$ cat config.mk
export PLATFORM = sky130hd
export DESIGN_NAME = programmable_blinker
export DESIGN_NICKNAME = d
export VERILOG_FILES = /design/src/rtl/programmable_blinker.sv
export SDC_FILE = /design/constraint.sdc
export NUM_CORES = 1
export LEC_CHECK = 0
export ABC_AREA = 1
export CAP_MARGIN = 15
export CORE_MARGIN = 2
export CORE_UTILIZATION = 30
export CTS_CLUSTER_SIZE = 10
export DETAILED_ROUTE_END_ITERATION = 8
export HOLD_SLACK_MARGIN = 0.15
export PLACE_DENSITY_LB_ADDON = 0.05
export SETUP_SLACK_MARGIN = 0.15
export SKIP_CTS_REPAIR_TIMING = 1
export SLEW_MARGIN = 20
export SYNTH_ARGS = -nofsm -noshare
export SYNTH_HDL_FRONTEND = slang
export SYNTH_SLANG_ARGS = --single-unit
export TNS_END_PERCENT = 20
$ cat constraint.sdc
create_clock -name clk -period 2.96 [get_ports clk]
set_input_delay 0.74 -clock clk [delete_from_list [all_inputs] [get_ports clk]]
set_output_delay 0.74 -clock clk [all_outputs]
set_load 0.01 [all_outputs]
$ cat src/rtl/programmable_blinker.sv
// Square-wave blinker whose half-period is BASE_TICKS << speed_idx timebase ticks.
// Rising edges on shift_left and shift_right step the speed index up or down, saturating at the ends.
module programmable_blinker #(
  parameter int BASE_TICKS = 4,
  parameter int MAX_IDX    = 7,
  parameter int RESET_IDX  = 3,
  parameter int CNT_W      = 16
) (
  input  logic       clk,
  input  logic       reset_n,
  input  logic       tick,
  input  logic       enable,
  input  logic       shift_left,
  input  logic       shift_right,
  output logic       blink,
  output logic [2:0] speed_idx,
  output logic       at_min,
  output logic       at_max
);

  localparam logic [2:0]     MAX_IDX_L   = 3'(MAX_IDX);
  localparam logic [2:0]     RESET_IDX_L = 3'(RESET_IDX);
  localparam logic [CNT_W:0] BASE_L      = (CNT_W + 1)'(BASE_TICKS);
  localparam logic [CNT_W:0] ONE_WIDE    = (CNT_W + 1)'(1);
  localparam logic [CNT_W-1:0] CNT_ONE   = CNT_W'(1);

  logic             sl_q, sr_q;
  logic [2:0]       idx_q, idx_d;
  logic [CNT_W-1:0] cnt_q, cnt_d;
  logic             blink_q, blink_d;

  logic             sl_edge, sr_edge, both_edges;
  logic             step_up, step_dn, idx_chg;
  logic [CNT_W:0]   hp_full, hp_full_m1;
  logic [CNT_W-1:0] hp_m1;

  assign sl_edge    = shift_left  & ~sl_q;
  assign sr_edge    = shift_right & ~sr_q;
  assign both_edges = sl_edge & sr_edge;
  assign step_up    = sl_edge & ~sr_edge;
  assign step_dn    = sr_edge & ~sl_edge;

  // One bit wider than the counter so BASE_TICKS << MAX_IDX == 2^CNT_W is representable.
  assign hp_full    = BASE_L << idx_q;
  assign hp_full_m1 = hp_full - ONE_WIDE;
  assign hp_m1      = hp_full_m1[CNT_W-1:0];

  always_comb begin
    idx_d = idx_q;
    if (step_up && (idx_q != MAX_IDX_L)) begin
      idx_d = idx_q + 3'd1;
    end else if (step_dn && (idx_q != 3'd0)) begin
      idx_d = idx_q - 3'd1;
    end
  end

  assign idx_chg = (idx_d != idx_q);

  // Priority: disable wins, then a speed change restarts the half-period,
  // then a collided shift freezes the phase, otherwise ticks are counted.
  always_comb begin
    cnt_d   = cnt_q;
    blink_d = blink_q;
    if (!enable) begin
      cnt_d   = '0;
      blink_d = 1'b0;
    end else if (idx_chg) begin
      cnt_d = '0;
    end else if (tick && !both_edges) begin
      if (cnt_q == hp_m1) begin
        cnt_d   = '0;
        blink_d = ~blink_q;
      end else begin
        cnt_d = cnt_q + CNT_ONE;
      end
    end
  end

  always_ff @(posedge clk or negedge reset_n) begin
    if (!reset_n) begin
      sl_q    <= 1'b0;
      sr_q    <= 1'b0;
      idx_q   <= RESET_IDX_L;
      cnt_q   <= '0;
      blink_q <= 1'b0;
    end else begin
      sl_q    <= shift_left;
      sr_q    <= shift_right;
      idx_q   <= idx_d;
      cnt_q   <= cnt_d;
      blink_q <= blink_d;
    end
  end

  assign blink     = blink_q;
  assign speed_idx = idx_q;
  assign at_min    = (idx_q == 3'd0);
  assign at_max    = (idx_q == MAX_IDX_L);

endmodule

# Word-level counts from Yosys, hierarchy flattened
# Cells that the tools add are included.
# classes
add_sub_neg	4
eq_ne	8
reduce_logical	7
muxes	10
shifts	1
bitwise_logic	10
# op_table
op	n
16-bit 2-to-1 mux	4
16-bit by 1-bit adder with 16-bit output (second input constant)	1
16-bit == test	1
3-bit by 3-bit << shifter with 16-bit output (first input constant)	1
16-bit by 1-bit subtractor with 16-bit output (second input constant)	1
3-bit 2-to-1 mux	2
1-bit bitwise AND	5
1-bit NOT	5
1-bit 2-to-1 mux	4
2-bit by 1-bit != test with 1-bit output (second input constant)	2
3-bit by 1-bit adder with 3-bit output (second input constant)	1
3-bit == test (second input constant)	1
1-bit logical AND	3
3-bit zero test	1
3-bit by 1-bit != test with 1-bit output (second input constant)	1
3-bit != test	1
3-bit != test (second input constant)	1
3-bit AND reduction	1
3-bit nonzero test	1
3-bit by 1-bit subtractor with 3-bit output (second input constant)	1
2-bit != test (second input constant)	1
1-bit zero test	1
# totals
output_inout_bits	6
elab_cells	45
regBits	22
input_bits	6

# Longest topological paths before layout
# Gate-level depths: netlist of the first run.
# depth
word_depth	10
mapped_depth	17
depth_no_buf	17

# Least setup slack after synthesis of the first run
# Ideal clock, no wire load.
# synth_timing
kind	flip-flop to flip-flop
from	register idx_q[0] (netlist: speed_idx[0])
to	register cnt_q[10]
period_less_slack_ns	2.454
slack_ns	0.506
setup_ns	0.123
n_path_buf	1
t_arrival_ns	2.332
path_stages_with_launch	17
t_required_ns	2.837
path_cell_list	dfstp_2 > inv_1 > ha_1 > nand2_4 > ha_1 > inv_1 > nor2_1 > nand2_1 > nor2_2 > nand3_1 > nand2_1 > nand3_1 > nor2_2 > nand2_2 > nand3_2 > buf_6 > a21oi_2
# synth_via
elab_chain_cells	7
word_cells_on_any_way	17
classes_between	3 x add/sub; 4 x eq/ne; 1 x shift; 6 x mux; 3 x reduce/logical
# synth_lines
item	line_no	rtl
start, declared	28	logic [2:0] idx_q, idx_d;
start signal, assigned	89	idx_q <= idx_d;
3-bit by 3-bit << shifter with 16-bit output or 3-bit nonzero test (tied branches)	44, 52	
16-bit by 1-bit subtractor with 16-bit output or 1-bit logical AND (tied branches)	45, 52	
16-bit == test or 3-bit 2-to-1 mux (tied branches)	70, 52	
16-bit 2-to-1 mux or 3-bit 2-to-1 mux (tied branches)	70, 50	
16-bit 2-to-1 mux or 3-bit != test (tied branches)	69, 57	
16-bit 2-to-1 mux	67	end else if (idx_chg) begin
16-bit 2-to-1 mux	64	if (!enable) begin
end signal, assigned	90	cnt_q <= cnt_d;
end, declared	29	logic [CNT_W-1:0] cnt_q, cnt_d;
# Parallel ways exist; a longest one is shown, timed or not. The select of a mux whose other input is x is not followed.
# A chain may end at the register's enable or synchronous reset.

# Worst setup path after layout of the first run
# layout_timing
from	register idx_q[0] (netlist: speed_idx[0])
to	output at_max
# layout_via
elab_chain_cells	1
# layout_lines
item	line_no	rtl
3-bit == test	98	assign at_max = (idx_q == MAX_IDX_L);
end, declared	18	output logic at_max
# Every way passes these cells.

==> run_results.csv, run 1 <==
group,metric,value,unit
yosys,post_synth_instance_area,1810,sq um
yosys,post_synth_edffs,0,
timing,max-slew-margin-rel,73.8,%
min_path,worst_hold_path_type,"flop to flop",
yosys,synthCells,237,
power,power_switching_share,47.2,%
yosys,yosys_warnings,0,
drt,post_drt_wl_per_cell,12.9,um
timing,final.setup_skew,2.02,ps
run_status,status,"finished clean",
floorplan,floorplan.io_pins,12,
floorplan,height_of_the_die,81.7,um
clocking,cts.sinks,22,
power,power.switching,798,uW
final_layout,area_growth,18.3,%
timing,totalNegativeSetupSlack,0,ps
floorplan,overall_die_width,81.7,um
setup_path,worstSetupPathType,"flop to primary output",
clocking,tritoncts.num_buffers,3,
setup_path,critical_path_peak_fanout,5,
floorplan,floorplan.die_area,6670,sq um
floorplan,placementRows,28,
clocking,cts-root-buf,"sky130_fd_sc_hd__clkbuf_8",
yosys,synthesis.area_per_instance,7.63,sq um
timing,finalSetupViolations,0,
clocking,cts.reportedPaths.clkPinSlew,80,ps
power,power_frac_seq,22.0,%
drt,wl,4.34,mm
drt,detailroute.via_count,1551,
drt,drt-pass1-iter-count,4,
yosys,postSynthRegisterBits,22,
placed_design,gp_congestion,0.740,
timing,period_share,90.5,%
setup_path,required,2220,ps
drt,number_of_drc_violations_after_detailed_routing_iteration_0,50,
placed_design,portBuffers,11,
drt,postRouteAntennaNets,0,
power,powerDensity,789,nW/um^2
global_routing,globalRouteTotalUtil,14.8,%
yosys,synthDistinctLibCells,33,
floorplan,initial_core_util,30.7,%
timing,whs,519,ps
setup_path,crit_path_start_kind,"flop",
power,ir_drop,0.251,mV
final_layout,final_nets,277,
yosys,syn_nets,252,
timing,achievable-frequency,373,MHz
clocking,worst_skew_pair.late_latency,260,ps
final_layout,drive_gt1_share,21.5,%
timing,rsz0062_at_grt,"false",
global_routing,grt_pass1_vias,1559,
power,pwr-share-comb,65.0,%
global_routing,grt_first_pass_wirelength,7.51,mm
clocking,h_tree_level_count,1,
power,power.internal,892,uW
setup_path,end_kind,"primary output",
run,maxCapViolCount,0,
power,power.static_leakage,0.000964,uW
power,share_clk_of_total_power,13.0,%
timing,hold_fails_final_rpt,0,
drt,total_drc_errors_in_the_routed_layout,0,
global_routing,pin_count_of_the_biggest_net_entering_global_routing,23,
yosys,sequential_area_share_after_synthesis,30.6,%
clocking,clk_path_buf_depth,2,
setup_path,cp.arrival,1940,ps
clocking,tritoncts,"done",
timing,timing_worst_slew_pin_value,392,ps
timing,final-max-slew-violation-count,0,
timing,fin_crit,2680,ps
global_routing,grt_antenna_before_repair,0,
final_layout,antennaDiodeCount,0,
yosys,most_instantiated_flip_flop_cell_in_the_synthesis_netlist,"sky130_fd_sc_hd__dfrtp_1",
global_routing,grt-ovfl-total,0,
placed_design,post-dp-hpwl,3.55,mm
yosys,async_reset_ff_share,100,%
drt,post_drt_via_cell_ratio,4.62,
floorplan,floorplan.core_area,5890,sq um
==> state kept, by name, summed over array words and instances, names as in the netlist <==
name,cells
speed_idx,3
sr_q,1
blink,1
sl_q,1
cnt_q,16
==> placed cells by master, fill, tap and decap left out, types with 2 or more instances in the layout <==
cell type | Yosys | layout
sky130_fd_sc_hd__nand2_1 | 52 | 52
sky130_fd_sc_hd__nor3_1 | 4 | 4
sky130_fd_sc_hd__o22ai_1 | 2 | 2
sky130_fd_sc_hd__ha_1 | 9 | 8
sky130_fd_sc_hd__inv_2 | 3 | 3
sky130_fd_sc_hd__nor2_2 | 4 | 3
sky130_fd_sc_hd__xor2_1 | 16 | 16
sky130_fd_sc_hd__nand2_4 | 2 | 2
sky130_fd_sc_hd__buf_4 | 0 | 12
sky130_fd_sc_hd__nand3_1 | 19 | 19
sky130_fd_sc_hd__nand2_2 | 7 | 7
sky130_fd_sc_hd__nand4_1 | 6 | 6
sky130_fd_sc_hd__clkbuf_8 | 0 | 4
sky130_fd_sc_hd__nor2_1 | 17 | 17
sky130_fd_sc_hd__o211ai_1 | 2 | 2
sky130_fd_sc_hd__dfstp_2 | 2 | 2
sky130_fd_sc_hd__nand3_2 | 3 | 3
sky130_fd_sc_hd__o21ai_1 | 5 | 5
sky130_fd_sc_hd__clkdlybuf4s50_1 | 0 | 11
sky130_fd_sc_hd__o21ai_0 | 4 | 4
sky130_fd_sc_hd__inv_1 | 29 | 29
sky130_fd_sc_hd__dfrtp_1 | 20 | 20
sky130_fd_sc_hd__a21oi_2 | 11 | 11
sky130_fd_sc_hd__a21oi_1 | 4 | 4
sky130_fd_sc_hd__nor2_4 | 2 | 3
==> through the flow <==
step                setup WS, ps  cells  instance area, sq um  utilization (%)  power [uW]
floorplan                    506    237                  1810                -        1150
global placement             254    332                  2080             35.3        1480
detailed placement           176    332                  2080             35.3        1470
CTS                          180    336                  2130             36.2        1700
global route                 169    336                  2140             36.4        1860
finish                       282    336                  2140             36.4        1690
==> cell type report <==
cell class | instances | area, sq um
Multi-Input combinational cell | 178 | 1090
Tap cell | 75 | 93.8
Fill cell | 631 | 3740
Sequential cell | 22 | 553
Timing Repair Buffer | 24 | 220
Clock buffer | 4 | 55.1
Inverter | 33 | 129
==> kinds of logic (layout without fill, tap and decap cells) <==
family	after synthesis	after routing	share of synthesized area (%)
simple gates	118	118	31.6
buf+inv	37	61	9.61
compound gates	34	34	13.8
flops	22	22	30.6
xor+xnor	17	17	8.23
fa+ha+maj	9	9	6.22
==> worst paths after layout <==
check	to	slack (ps)	startpoint	cells past startpoint
worst max-delay path	at_max	280	speed_idx[0]	4
worst min-delay path	cnt_q[0]	520	cnt_q[0]	1
worst max register to register	cnt_q[9]	410	speed_idx[1]	16
worst min register to register	cnt_q[0]	520	cnt_q[0]	1
max in group asynchronous	speed_idx[0]	1860	reset_n	2
min in group asynchronous	sl_q	820	reset_n	2
==> layer usage <==
layer	track usage (%)	vias up	part of all wire, %
met2	23.1	20	44
met4	5.33	0	2.2
met5	0	-	0
met1	20.9	705	50
met3	1.98	9	2.9
li1	-	817	-
==> worst max-delay path: stages, from the launching register on <==
cell and delay [ps]:
sky130_fd_sc_hd__dfstp_2 540, sky130_fd_sc_hd__buf_4 140, sky130_fd_sc_hd__ha_1 170, sky130_fd_sc_hd__ha_2 260, sky130_fd_sc_hd__clkdlybuf4s50_1 560
==> power groups by stage <==
| stage | Combinational (uW) | Sequential (uW) | Clock (uW) |
|---|---|---|---|
| floorplan | 775 | 380 | 0 |
| global placement | 1100 | 379 | 0 |
| detailed placement | 1090 | 378 | 0 |
| CTS | 1090 | 372 | 231 |
| global route | 1240 | 378 | 242 |
| finish | 1100 | 371 | 220 |
==> Yosys cell counts, types with 3 or more instances <==
master	n	area share [%]
sky130_fd_sc_hd__a21oi_2	11	5.3
sky130_fd_sc_hd__nor3_1	4	1.1
sky130_fd_sc_hd__inv_2	3	0.62
sky130_fd_sc_hd__nor2_2	4	1.4
sky130_fd_sc_hd__nand2_2	7	2.4
sky130_fd_sc_hd__xor2_1	16	7.7
sky130_fd_sc_hd__inv_1	29	6.0
sky130_fd_sc_hd__nand3_2	3	1.7
sky130_fd_sc_hd__nand2_1	52	11
sky130_fd_sc_hd__dfrtp_1	20	28
sky130_fd_sc_hd__nor2_1	17	3.5
sky130_fd_sc_hd__o21ai_1	5	1.4
sky130_fd_sc_hd__nand4_1	6	2.1
sky130_fd_sc_hd__nand3_1	19	5.3
sky130_fd_sc_hd__ha_1	9	6.2
sky130_fd_sc_hd__a21oi_1	4	1.1
sky130_fd_sc_hd__o21ai_0	4	1.1
sky130_fd_sc_hd__buf_6	4	2.5
(Power assumes the default switching activity.)
==> run 2: changes to the inputs <==
--- a/config.mk
+++ b/config.mk
@@ -7,6 +7,7 @@
 export LEC_CHECK = 0
 export ABC_AREA = 1
 export CAP_MARGIN = 15
+export CORE_ASPECT_RATIO = 1.5
 export CORE_MARGIN = 2
 export CORE_UTILIZATION = 30
 export CTS_CLUSTER_SIZE = 10
@@ -15,7 +16,6 @@
 export PLACE_DENSITY_LB_ADDON = 0.05
 export SETUP_SLACK_MARGIN = 0.15
 export SKIP_CTS_REPAIR_TIMING = 1
-export SLEW_MARGIN = 20
 export SYNTH_ARGS = -nofsm -noshare
 export SYNTH_HDL_FRONTEND = slang
 export SYNTH_SLANG_ARGS = --single-unit
==> run_results.csv, run 2 (synthesis gave the netlist of run 1 again) <==
group,metric,value,unit
floorplan,placementRows,34,
drt,total_drc_errors_in_the_routed_layout,0,
clocking,h_tree_level_count,1,
setup_path,ff2ff_path_depth,17,
final_layout,max_ffs_per_register,16,
drt,wl,4.35,mm
setup_path,worstSetupEndpoint,"at_max",
final_layout,finalCoreUtilization,36.7,%
setup_path,reg2reg_setup_slack,430,ps
clocking,clk_path_buf_depth,2,
floorplan,initial_core_util,31.0,%
global_routing,globalRouteTotalUtil,14.9,%
global_routing,grt_pass1_vias,1590,
global_routing,grt.met2_usage,25.6,%
final_layout,final.fill_count,633,
clocking,worst_skew_pair.late_latency,260,ps
final_layout,drive_gt1_share,21.5,%
final_layout,layout_commonest_cell,"sky130_fd_sc_hd__nand2_1",
setup_path,worstReg2RegStart,"speed_idx[0]",
global_routing,pin_count_of_the_biggest_net_entering_global_routing,23,
power,ir_drop,0.276,mV
drt,number_of_drc_violations_after_detailed_routing_iteration_0,51,
final_layout,largest-register,"cnt_q",
setup_path,crit_path_start_kind,"flop",
floorplan,floorplan.core_area,5830,sq um
setup_path,worstSetupPathType,"flop to primary output",
drt,drt-pass1-iter-count,4,
timing,hold_fails_final_rpt,0,
timing,rsz0062_at_grt,"false",
run,maxCapViolCount,0,
floorplan,floorplan.io_pins,12,
timing,finalSetupViolations,0,
placed_design,gp_congestion,0.788,
placed_design,post_dp_cell_area,2070,sq um
clocking,tritoncts.num_buffers,3,
global_routing,grt_first_pass_wirelength,7.51,mm
clocking,cts.reportedPaths.clkPinSlew,90,ps
final_layout,antennaDiodeCount,0,
drt,postRouteAntennaNets,0,
setup_path,required,2220,ps
placed_design,place_ws,162,ps
clocking,cts-root-buf,"sky130_fd_sc_hd__clkbuf_8",
global_routing,globalRoute.busiestLayer,"met2",
timing,final.setup_skew,6.39,ps
power,power.static_leakage,0.000964,uW
setup_path,end_kind,"primary output",
timing,timing.final.ws_setup,285,ps
drt,post_drt_wl_per_cell,13.1,um
clocking,tritoncts,"done",
setup_path,cp.arrival,1930,ps
timing,totalNegativeSetupSlack,0,ps
floorplan,floorplan.die_area,6680,sq um
power,powerDensity,804,nW/um^2
final_layout,final_nets,277,
global_routing,grt_util_met1,19.1,%
min_path,worst_hold_path_type,"flop to flop",
final_layout,layout.cell_area.non_filler,2140,sq um
drt,detailroute.via_count,1518,
global_routing,grt_antenna_before_repair,0,
setup_path,setup.worst_path.start,"speed_idx[0]",
setup_path,critical_path_peak_fanout,5,
run_status,status,"finished clean",
timing,achievable-frequency,374,MHz
timing,period_share,90.4,%
final_layout,area_growth,18.1,%
timing,max-slew-margin-rel,70.7,%
timing,fin_crit,2670,ps
placed_design,portBuffers,11,
floorplan,overall_die_width,67.4,um
drt,post_drt_via_cell_ratio,4.56,
floorplan,height_of_the_die,99.1,um
timing,final-max-slew-violation-count,0,
final_layout,final_cell_mix,"sky130_fd_sc_hd__nand2_1, sky130_fd_sc_hd__inv_1, sky130_fd_sc_hd__dfrtp_1, sky130_fd_sc_hd__nand3_1, sky130_fd_sc_hd__nor2_1",
timing,timing_worst_slew_pin_value,438,ps
clocking,cts.sinks,22,
global_routing,grt-ovfl-total,0,
placed_design,post-dp-hpwl,3.55,mm
setup_path,worstReg2RegEnd,"cnt_q[3]",
global_routing,groute.layer.met3.usage,1.36,%
==> run 2: cell counts in the layout (fill, tap and decap cells not counted) <==
Identical to the previous run, type by type.
==> run 2: metal layers <==
| layer | part of all wire, % | routed length, um |
|---|---|---|
| met1 | 47 | 2050 |
| met2 | 50 | 2190 |
| met3 | 0.80 | 35 |
| met4 | 1.7 | 72 |
| met5 | 0 | 0 |
==> run 2: where the power goes <==
part	internal (uW)	total, uW	leakage, uW	switching (uW)
Combinational	457	1140	0.000642	683
Sequential	336	356	0.000293	20.3
Clock	119	221	0.0000288	102
==> run 2: through the flow <==
step,hold slack (ps),power (uW),std cells
floorplan,444,1150,237
global placement,513,1510,329
detailed placement,508,1500,329
CTS,529,1730,333
global route,563,1890,333
finish,525,1720,333
==> run 2: critical path, stage by stage (launching register included) <==
cell and delay [ps]:
sky130_fd_sc_hd__dfstp_2 540, sky130_fd_sc_hd__buf_4 130, sky130_fd_sc_hd__ha_1 170, sky130_fd_sc_hd__ha_2 270, sky130_fd_sc_hd__clkdlybuf4s50_1 570
==> run 2: layout make-up <==
class                      instances  area, sq um  area share (%)
tap                               72         90.1            4.22
multi-input combinational        178         1090            51.0
sequential                        22          553            25.9
inverter                          33          129            6.03
timing repair buffer              24          220            10.3
clock buffer                       4         55.1            2.58
==> run 2: how the worst min path moves through the flow <==
stage	start	endpoint	cells after the start	slack, ps
floorplan	reset_n	blink	0	440
global placement	cnt_q[1]	cnt_q[1]	2	510
detailed placement	cnt_q[1]	cnt_q[1]	2	510
CTS	cnt_q[1]	cnt_q[1]	2	530
global route	cnt_q[1]	cnt_q[1]	2	560
finish	cnt_q[1]	cnt_q[1]	2	520
==> run 3: changes to the inputs <==
--- a/config.mk
+++ b/config.mk
@@ -9,7 +9,7 @@
 export CAP_MARGIN = 15
 export CORE_ASPECT_RATIO = 1.5
 export CORE_MARGIN = 2
-export CORE_UTILIZATION = 30
+export CORE_UTILIZATION = 59
 export CTS_CLUSTER_SIZE = 10
 export DETAILED_ROUTE_END_ITERATION = 8
 export HOLD_SLACK_MARGIN = 0.15
@@ -19,4 +19,4 @@
 export SYNTH_ARGS = -nofsm -noshare
 export SYNTH_HDL_FRONTEND = slang
 export SYNTH_SLANG_ARGS = --single-unit
-export TNS_END_PERCENT = 20
+export TNS_END_PERCENT = 50
==> run_results.csv, run 3 (synthesis gave the netlist of run 1 again) <==
group,metric,value,unit
run_status,status,"finished clean",
placed_design,post-dp-hpwl,2.88,mm
global_routing,grt.met2_usage,43.5,%
placed_design,gp_congestion,0.855,
global_routing,pin_count_of_the_biggest_net_entering_global_routing,23,
power,power,1700,uW
floorplan,initial_core_util,62.1,%
drt,wl,3.84,mm
drt,total_drc_errors_in_the_routed_layout,0,
run,maxCapViolCount,0,
timing,timing_worst_slew_pin_value,512,ps
timing,period_share,89.7,%
timing,totalNegativeSetupSlack,0,ps
setup_path,end_kind,"primary output",
setup_path,cp.arrival,1920,ps
clocking,h_tree_level_count,1,
floorplan,height_of_the_die,71.8,um
clocking,cts.sinks,22,
final_layout,layout.cells.non_filler,292,
clocking,tritoncts.num_buffers,3,
floorplan,floorplan.die_area,3530,sq um
clocking,clk_path_buf_depth,2,
timing,fin_crit,2660,ps
drt,postRouteAntennaNets,0,
timing,whs,531,ps
drt,post_drt_wl_per_cell,13.2,um
clocking,tritoncts,"done",
global_routing,grt-ovfl-total,0,
global_routing,grt_first_pass_wirelength,6.47,mm
global_routing,groute.layer.met3.usage,1.25,%
power,powerDensity,815,nW/um^2
final_layout,max_ffs_per_register,16,
global_routing,grt_util_met1,29.3,%
final_layout,largest-register,"cnt_q",
final_layout,antennaDiodeCount,0,
final_layout,drive_gt1_share,20.2,%
global_routing,globalRoute.busiestLayer,"met2",
final_layout,final_nets,269,
final_layout,final.fill_count,245,
global_routing,grt_antenna_before_repair,0,
final_layout,final_cell_mix,"sky130_fd_sc_hd__nand2_1, sky130_fd_sc_hd__inv_1, sky130_fd_sc_hd__dfrtp_1, sky130_fd_sc_hd__nand3_1",
timing,achievable-frequency,376,MHz
drt,drt-pass1-iter-count,4,
floorplan,floorplan.core_area,2910,sq um
timing,final-max-slew-violation-count,0,
clocking,cts.reportedPaths.clkPinSlew,80,ps
global_routing,grt_pass1_vias,1464,
drt,post_drt_via_cell_ratio,5.23,
global_routing,globalRouteTotalUtil,23.3,%
floorplan,floorplan.io_pins,12,
clocking,cts-root-buf,"sky130_fd_sc_hd__clkbuf_8",
floorplan,overall_die_width,49.2,um
drt,number_of_drc_violations_after_detailed_routing_iteration_0,30,
timing,rsz0062_at_grt,"false",
timing,max-slew-margin-rel,65.9,%
placed_design,portBuffers,11,
setup_path,required,2220,ps
power,power.static_leakage,0.000950,uW
final_layout,layout_commonest_cell,"sky130_fd_sc_hd__nand2_1",
placed_design,placed_cells_incl_taps,287,
clocking,worst_skew_pair.late_latency,260,ps
setup_path,critical_path_peak_fanout,5,
min_path,worst_hold_path_type,"flop to flop",
timing,final.setup_skew,10.2,ps
drt,detailroute.via_count,1528,
timing,finalSetupViolations,0,
setup_path,worstSetupPathType,"flop to primary output",
power,ir_drop,0.677,mV
floorplan,placementRows,24,
timing,hold_fails_final_rpt,0,
final_layout,area_growth,15.2,%
setup_path,crit_path_start_kind,"flop",
## run 3: stage by stage
step                worst slack [ps]  cell area [sq um]  util, %
CTS                             53.0               2040     69.9
global route                     189               2080     71.6
detailed placement              63.3               1970     67.5
finish                           304               2080     71.6
floorplan                        506               1810        -
global placement                53.1               1970     67.5
## run 3: report_power, final
| group | internal (uW) | switching, uW |
|---|---|---|
| logic | 394 | 631 |
| clock network | 181 | 97.9 |
| registers | 337 | 58.3 |
| total | 911 | 787 |
## run 3: worst max-delay path, stage by stage (launching register included)
cell	delay [ps]
sky130_fd_sc_hd__dfstp_2	590
sky130_fd_sc_hd__ha_1	190
sky130_fd_sc_hd__ha_1	300
sky130_fd_sc_hd__clkdlybuf4s50_1	590
## run 3: final cells by class
type	instances	area (sq um)	area share, %
clock inverters	1	30.0	1.44
flip-flops and latches	22	553	26.5
well taps	39	48.8	2.34
clock buffers	3	41.3	1.98
inverters	33	129	6.18
repair buffers	15	153	7.32
multi-input cells	179	1130	54.2
## run 3: final timing paths
check,startpoint,endpoint,slack (ps),cells past startpoint
max in group asynchronous,reset_n,speed_idx[0],1850,2
min in group asynchronous,reset_n,cnt_q[1],820,2
max reg2reg,speed_idx[0],blink,430,15
min,cnt_q[0],cnt_q[0],530,1
max,speed_idx[0],at_max,300,3
min reg2reg,cnt_q[0],cnt_q[0],530,1
## run 3: layer usage
layer / vias up / part of all wire [%]
li1: 805 / -
met1: 701 / 45
met2: 17 / 53
met3: 5 / 1.4
met4: 0 / 0.78
met5: - / 0
==> RTL change 1: new RTL, config.mk and constraints of run 1 <==
Change the parameter `CNT_W` from 16 to 32.
--- a/src/rtl/programmable_blinker.sv
+++ b/src/rtl/programmable_blinker.sv
@@ -4,7 +4,7 @@
   parameter int BASE_TICKS = 4,
   parameter int MAX_IDX    = 7,
   parameter int RESET_IDX  = 3,
-  parameter int CNT_W      = 16
+  parameter int CNT_W      = 32
 ) (
   input  logic       clk,
   input  logic       reset_n,
Formal check against the unedited RTL: no difference found for any inputs over 10 cycles, from zero or initial values and one cycle with reset_n low; that may be too few to reach the edited logic, so the function may still have changed.
==> RTL change 1 against run 1 <==
Maximum frequency is 1.9% lower; global-route usage is 1.6 points higher; total power is 16% higher; sequential share of layout area is 2.2 points higher; sequential cell count is 16 higher; wire length is 90% higher; worst setup slack worse by 53 ps; critical path depth is 1 higher; final cell count is 75% higher; final area is 59% higher; first-iteration DRC count is 98% higher; via count is 77% higher; area after synthesis is 63% higher; critical path type unchanged; largest cell class unchanged; largest power group unchanged.
==> RTL change 1: results (changes against run 1) <==
| Metric | Value |
|---|---|
| Nets | `469 (+69%)` |
| Power Internal | `1.12 mW (+26%)` |
| Post-route insts no fill | `587 (+75%)` |
| Synth Warn # | `0 (unchanged)` |
| Max rail drop VDD | `0.496 mV (+98%)` |
| Slowest CP cell | `dfstp_2` |
| Maximum clock path buffer count | `2 (unchanged)` |
| Layout cell share with drive strength beyond 1 | `11.9% (-9.6 points)` |
| Cells after DPL | `576 (+73%)` |
| Leak | `1.48 nW (+53%)` |
| Worst-Skew Late Latency | `300 ps (+40 ps)` |
| Hpwl dp | `6.26 mm (+76%)` |
| Worst Path Arrival | `1990 ps (+50 ps)` |
| Synth cell count leaders | `140 x nand2_1, 51 x inv_1, 39 x nor2_1` |
| Pin count of the biggest net entering global routing | `39 (+70%)` |
| Mapped Nets | `444 (+76%)` |
| DR iter-0 viols | `99 (+98%)` |
| Buf/Inv on CP | `3 (+1)` |
| Most flops, register | `cnt_q` |
| Netlist cell types | `32 (-3.0%)` |
| Most used DFF post-synth | `dfrtp_1` |
| Gpl congestion | `0.847 (+14%)` |
| R2R Setup Slk | `330 ps (-80 ps)` |
| CTS root buffer | `clkbuf_8` |
| Min-Delay Path Class | `reg2reg` |
| Worst Path Max Fanout | `5 (unchanged)` |
| Status | `completed` |
| Mapped Avg Cell Area | `6.89 um^2 (-9.8%)` |
| Largest register FFs | `32 (+16)` |
| Number of global-route vias before repair | `2635 (+69%)` |
| Rel. slew slack | `38.2% (-36 points)` |
| Async set or reset register ratio after synthesis | `100% (unchanged)` |
| CTS Buf Count | `5 (+2)` |
| Total number of H-tree levels | `2 (+1)` |
| Total track usage | `16.4% (+1.6 points)` |
| Layout Skew | `9.12 ps (+7.10 ps)` |
| Fillers | `1074 (+70%)` |
| Drt total wl | `8.25 mm (+90%)` |
| First-pass GRT wire length | `13.3 mm (+77%)` |
| Area contributors post-synth | `dfrtp_1 30%, nand2_1 18%, xor2_1 8.0%` |
| Vias | `2753 (+77%)` |
| Seq/Total Area, Yosys | `32.3% (+1.7 points)` |
| Hold Path Origin | `blink$_DFFE_PN0P_` |
RTL change 1: changes by cell type in the layout (fill, tap and decap cells not counted), sizes merged, moves of 2 or more:
cell,run 1,this run
inv,33,54
nor2,23,45
nor3,5,22
o21ai,10,33
a21oi,15,3
nor4,1,5
xnor2,1,3
clkbuf,4,8
xor2,16,27
nand2,61,141
o211ai,3,0
dfrtp,20,36
nand3,22,31
RTL change 1: per-stage QoR:
step	worst slack, ps	hold WS, ps	TNS [ps]	area (um^2)
after floorplan	621	444	0	2960
after global placement	19.8	492	0	3250
after detailed placement	-15.3	497	-24.3	3250
after CTS	119	517	0	3330
after global routing	152	546	0	3410
final	229	507	0	3410
RTL change 1: kinds of logic after synthesis:
logic type / Yosys count / synth area share (%)
XOR/XNOR: 30 / 8.89
multiplexers: 1 / 0.339
flip-flops: 38 / 32.3
adder cells (fa/ha/maj): 9 / 3.81
AO/OA/AOI/OAI: 37 / 7.58
AND/OR/NAND/NOR: 253 / 38.1
buffers and inverters: 61 / 9.02
RTL change 1: metal layers:
layer  global-route usage [%]  up-vias  part of all wire [%]
met5                        0        -                     0
met1                     22.3     1292                    50
met2                     27.3       37                    47
met4                     3.95        0                   1.2
li1                         -     1415                     -
met3                     2.49        9                   2.6
RTL change 1: worst paths after layout:
| path | to | cells past startpoint |
|---|---|---|
| setup / recovery | at_max | 5 |
| hold / removal | blink$_DFFE_PN0P_ | 2 |
| setup reg to reg | cnt_q[28]$_DFFE_PN0P_ | 15 |
| hold reg to reg | blink$_DFFE_PN0P_ | 2 |
| max in group asynchronous | cnt_q[7]$_DFFE_PN0P_ | 1 |
| min in group asynchronous | cnt_q[1]$_DFFE_PN0P_ | 1 |
RTL change 1: power groups by stage:
stage                     logic [mW]  clock network [mW]  registers, mW
after global placement         0.933                   0          0.627
after CTS                      0.934               0.373          0.616
after detailed placement       0.929                   0          0.627
final                          0.989               0.353          0.613
after floorplan                0.677                   0          0.623
after global routing            1.12               0.391          0.621
RTL change 1: area by class of cell:
class | instances | share of cell area [%]
Multi-Input combinational cell | 330 | 51.9
Sequential cell | 38 | 28.0
Timing Repair Buffer | 25 | 7.05
Inverter | 54 | 5.95
Tap cell | 133 | 4.89
Clock buffer | 7 | 2.24
RTL change 1: worst min-delay path, stage by stage (launching register included):
cell and delay [ps]:
dfrtp_1 370, nand2_1 60, nand2_1 50
==> RTL change 2: new RTL, flow settings as in run 1 <==
Without the edit above. Register the inputs `tick`, `enable`, `shift_left` and `shift_right` before use, with the module's reset. The logic sees them one clock later.
--- a/src/rtl/programmable_blinker.sv
+++ b/src/rtl/programmable_blinker.sv
@@ -24,6 +24,25 @@
   localparam logic [CNT_W:0] ONE_WIDE    = (CNT_W + 1)'(1);
   localparam logic [CNT_W-1:0] CNT_ONE   = CNT_W'(1);
 
+  logic tick_q;
+  logic enable_q;
+  logic shift_left_q;
+  logic shift_right_q;
+
+  always_ff @(posedge clk or negedge reset_n) begin
+    if (!reset_n) begin
+      tick_q        <= '0;
+      enable_q      <= '0;
+      shift_left_q  <= '0;
+      shift_right_q <= '0;
+    end else begin
+      tick_q        <= tick;
+      enable_q      <= enable;
+      shift_left_q  <= shift_left;
+      shift_right_q <= shift_right;
+    end
+  end
+
   logic             sl_q, sr_q;
   logic [2:0]       idx_q, idx_d;
   logic [CNT_W-1:0] cnt_q, cnt_d;
@@ -34,8 +53,8 @@
   logic [CNT_W:0]   hp_full, hp_full_m1;
   logic [CNT_W-1:0] hp_m1;
 
-  assign sl_edge    = shift_left  & ~sl_q;
-  assign sr_edge    = shift_right & ~sr_q;
+  assign sl_edge    = shift_left_q & ~sl_q;
+  assign sr_edge    = shift_right_q & ~sr_q;
   assign both_edges = sl_edge & sr_edge;
   assign step_up    = sl_edge & ~sr_edge;
   assign step_dn    = sr_edge & ~sl_edge;
@@ -61,12 +80,12 @@
   always_comb begin
     cnt_d   = cnt_q;
     blink_d = blink_q;
-    if (!enable) begin
+    if (!enable_q) begin
       cnt_d   = '0;
       blink_d = 1'b0;
     end else if (idx_chg) begin
       cnt_d = '0;
-    end else if (tick && !both_edges) begin
+    end else if (tick_q && !both_edges) begin
       if (cnt_q == hp_m1) begin
         cnt_d   = '0;
         blink_d = ~blink_q;
@@ -84,8 +103,8 @@
       cnt_q   <= '0;
       blink_q <= 1'b0;
     end else begin
-      sl_q    <= shift_left;
-      sr_q    <= shift_right;
+      sl_q    <= shift_left_q;
+      sr_q    <= shift_right_q;
       idx_q   <= idx_d;
       cnt_q   <= cnt_d;
       blink_q <= blink_d;
Formal check against the unedited RTL: not equivalent (Yosys sat finds a counterexample within 4 cycles, from zero or initial values and one cycle with reset_n low).
==> RTL change 2 against run 1 <==
Final area is 4.9% higher; worst setup slack worse by 4.4 ps; global-route usage increased by 0.28 points; wire length grew 3.4%; area after synthesis increased by 2.1%; sequential cell count is 4 higher; critical path depth unchanged; largest cell class unchanged; total power is 8.3% higher; first-iteration DRC count up 70%; clock power down 3%.
==> RTL change 2: results (changes against run 1) <==
| Metric | Value |
|---|---|
| Ant diodes | `0 (unchanged)` |
| Reg2Reg Depth | `15 (-1)` |
| Via density | `4.47 (-3.1%)` |
| Hpwl dp | `3.55 mm (-0.16%)` |
| Status | `completed` |
| Synth cell count leaders | `72 x nand2_1, 34 x inv_1, 26 x nor2_1` |
| Top-count cell post-synth | `nand2_1` |
| DR iter-0 viols | `85 (+70%)` |
| Most flops, register | `cnt_q` |
| CTS root buffer | `clkbuf_8` |
| Crit path largest cell delay | `580 ps (+20 ps)` |
| Most used DFF post-synth | `dfrtp_1` |
| Largest register FFs | `16 (unchanged)` |
| R2R Path Start | `speed_idx[0]$_DFF_PN1_` |
| DRT Pass-1 Iters | `4 (unchanged)` |
| First-pass GRT wire length | `7.76 mm (+3.2%)` |
| Worst Path Arrival | `1940 ps (about the same)` |
| RR Endpoint | `cnt_q[11]$_DFFE_PN0P_` |
| Worst-Skew Late Latency | `approximately 270 ps` |
| WHS Path Cells | `0 (-1)` |
| Netlist cell types | `27 (-18%)` |
| Total number of H-tree levels | `1 (unchanged)` |
| Slew @ Worst Pin | `357 ps (-34.3 ps)` |
| Hold Path Origin | `shift_right_q$_DFF_PN0_` |
| Nets | `297 (+7.2%)` |
| Leak | `1.03 nW (+7.1%)` |
| Mapped Nets | `272 (+7.9%)` |
| Worst-path clk slew | `90 ps` |
| Min-Delay Path Class | `reg2reg` |
| Synth Warn # | `0 (unchanged)` |
| Total track usage | `15.1% (+0.28 points)` |
| R2R Setup Slk | `370 ps (-40 ps)` |
| Fillers | `646 (+2.4%)` |
| Slowest CP cell | `dfstp_2` |
| Initial antenna violation count | `0 (unchanged)` |
| Area contributors post-synth | `dfrtp_1 33%, nand2_1 15%, xor2_1 7.1%` |
| Async set or reset register ratio after synthesis | `100% (unchanged)` |
| Gpl congestion | `0.789 (+6.5%)` |
| Routed WL per cell | `12.6 um (-2.4%)` |
| Placed Instance Area | `2080 um^2 (-0.12%)` |
| Number of global-route vias before repair | `1527 (-2.1%)` |
| Layout cell share with drive strength beyond 1 | `18.5% (-3.0 points)` |
| Seq/Total Area, Yosys | `35.4% (+4.8 points)` |
| Worst Hold Path EP | `sr_q$_DFF_PN0_` |
| Layout Skew | `2.98 ps (+0.957 ps)` |
| Top Family by Delay on Critical Path | `buffers and inverters` |
| Worst Path Max Fanout | `5 (unchanged)` |
| Maximum clock path buffer count | `2 (unchanged)` |
| Max rail drop VDD | `0.316 mV (+26%)` |
| Port-buffer cells | `11 (unchanged)` |
| Pin count of the biggest net entering global routing | `27 (+17%)` |
-- RTL change 2: cell types whose count changed after synthesis, moves of 5 or more --
cell / delta
nand3_1: +6
inv_1: +5
nand2_1: +20
nand2_2: -6
nor2_2: +9
a21oi_2: -11
nor2_1: +9
-- RTL change 2: kinds of logic after synthesis --
group           count (synthesis)  synth area share, %
buf+inv                        39                 8.94
xor+xnor                       17                 8.06
flops                          26                 35.4
fa+ha+maj                       9                 6.10
simple gates                  149                 36.2
compound gates                 17                 5.35
-- RTL change 2: report_power, final --
| part | internal, mW | leakage, nW | switching [mW] |
|---|---|---|---|
| Combinational | 0.475 | 0.671 | 0.687 |
| Sequential | 0.397 | 0.338 | 0.0568 |
| Clock | 0.0965 | 0.0228 | 0.117 |
-- RTL change 2: area by class of cell --
cell class | count | area (um^2) | share of cell area [%]
multi-input combinational | 192 | 1110 | 49.3
sequential | 26 | 654 | 29.2
timing repair buffer | 23 | 208 | 9.25
inverter | 36 | 138 | 6.13
tap | 75 | 93.8 | 4.18
clock buffer | 4 | 45.0 | 2.01
-- RTL change 2: worst reg2reg max path: cells and delay by family (launching register included) --
kind	cells	cell delay (ps)
AND/OR/NAND/NOR	10	1030
adder cells (fa/ha/maj)	2	400
buffers and inverters	2	250
AO/OA/AOI/OAI	1	200
flip-flops	1	620
-- RTL change 2: layer usage --
metal | global-route usage [%] | share of wire (%) | routed length (um) | vias to the layer above
met3 | 1.85 | 2.3 | 102 | 2
met5 | 0 | 0 | 0 | -
met1 | 23.0 | 55 | 2460 | 718
met4 | 3.50 | 0.56 | 25 | 0
li1 | - | - | - | 854
met2 | 22.4 | 42 | 1900 | 19
-- RTL change 2: worst max path at each step --
stage / from / to / slack [ps]
2_1_floorplan: speed_idx[0]$_DFF_PN1_ / cnt_q[8]$_DFFE_PN0P_ / 400
5_1_grt: speed_idx[0]$_DFF_PN1_ / cnt_q[11]$_DFFE_PN0P_ / 150
6_report: speed_idx[1]$_DFF_PN1_ / at_max / 280
4_1_cts: speed_idx[0]$_DFF_PN1_ / cnt_q[11]$_DFFE_PN0P_ / 3
3_5_place_dp: speed_idx[0]$_DFF_PN1_ / cnt_q[7]$_DFFE_PN0P_ / 20
3_3_place_gp: speed_idx[0]$_DFF_PN1_ / cnt_q[9]$_DFFE_PN0P_ / 100
-- RTL change 2: per-stage QoR --
step / util (%) / hold slack [ps] / total power [mW] / cells / worst slack (ps)
detailed placement: 35.1 / 366 / 1.45 / 347 / 22.4
global route: 37.9 / 413 / 2.04 / 356 / 153
floorplan: - / 354 / 1.20 / 257 / 401
global placement: 35.1 / 366 / 1.45 / 347 / 102
finish: 37.9 / 384 / 1.83 / 356 / 278
CTS: 35.8 / 389 / 1.67 / 351 / 3.41
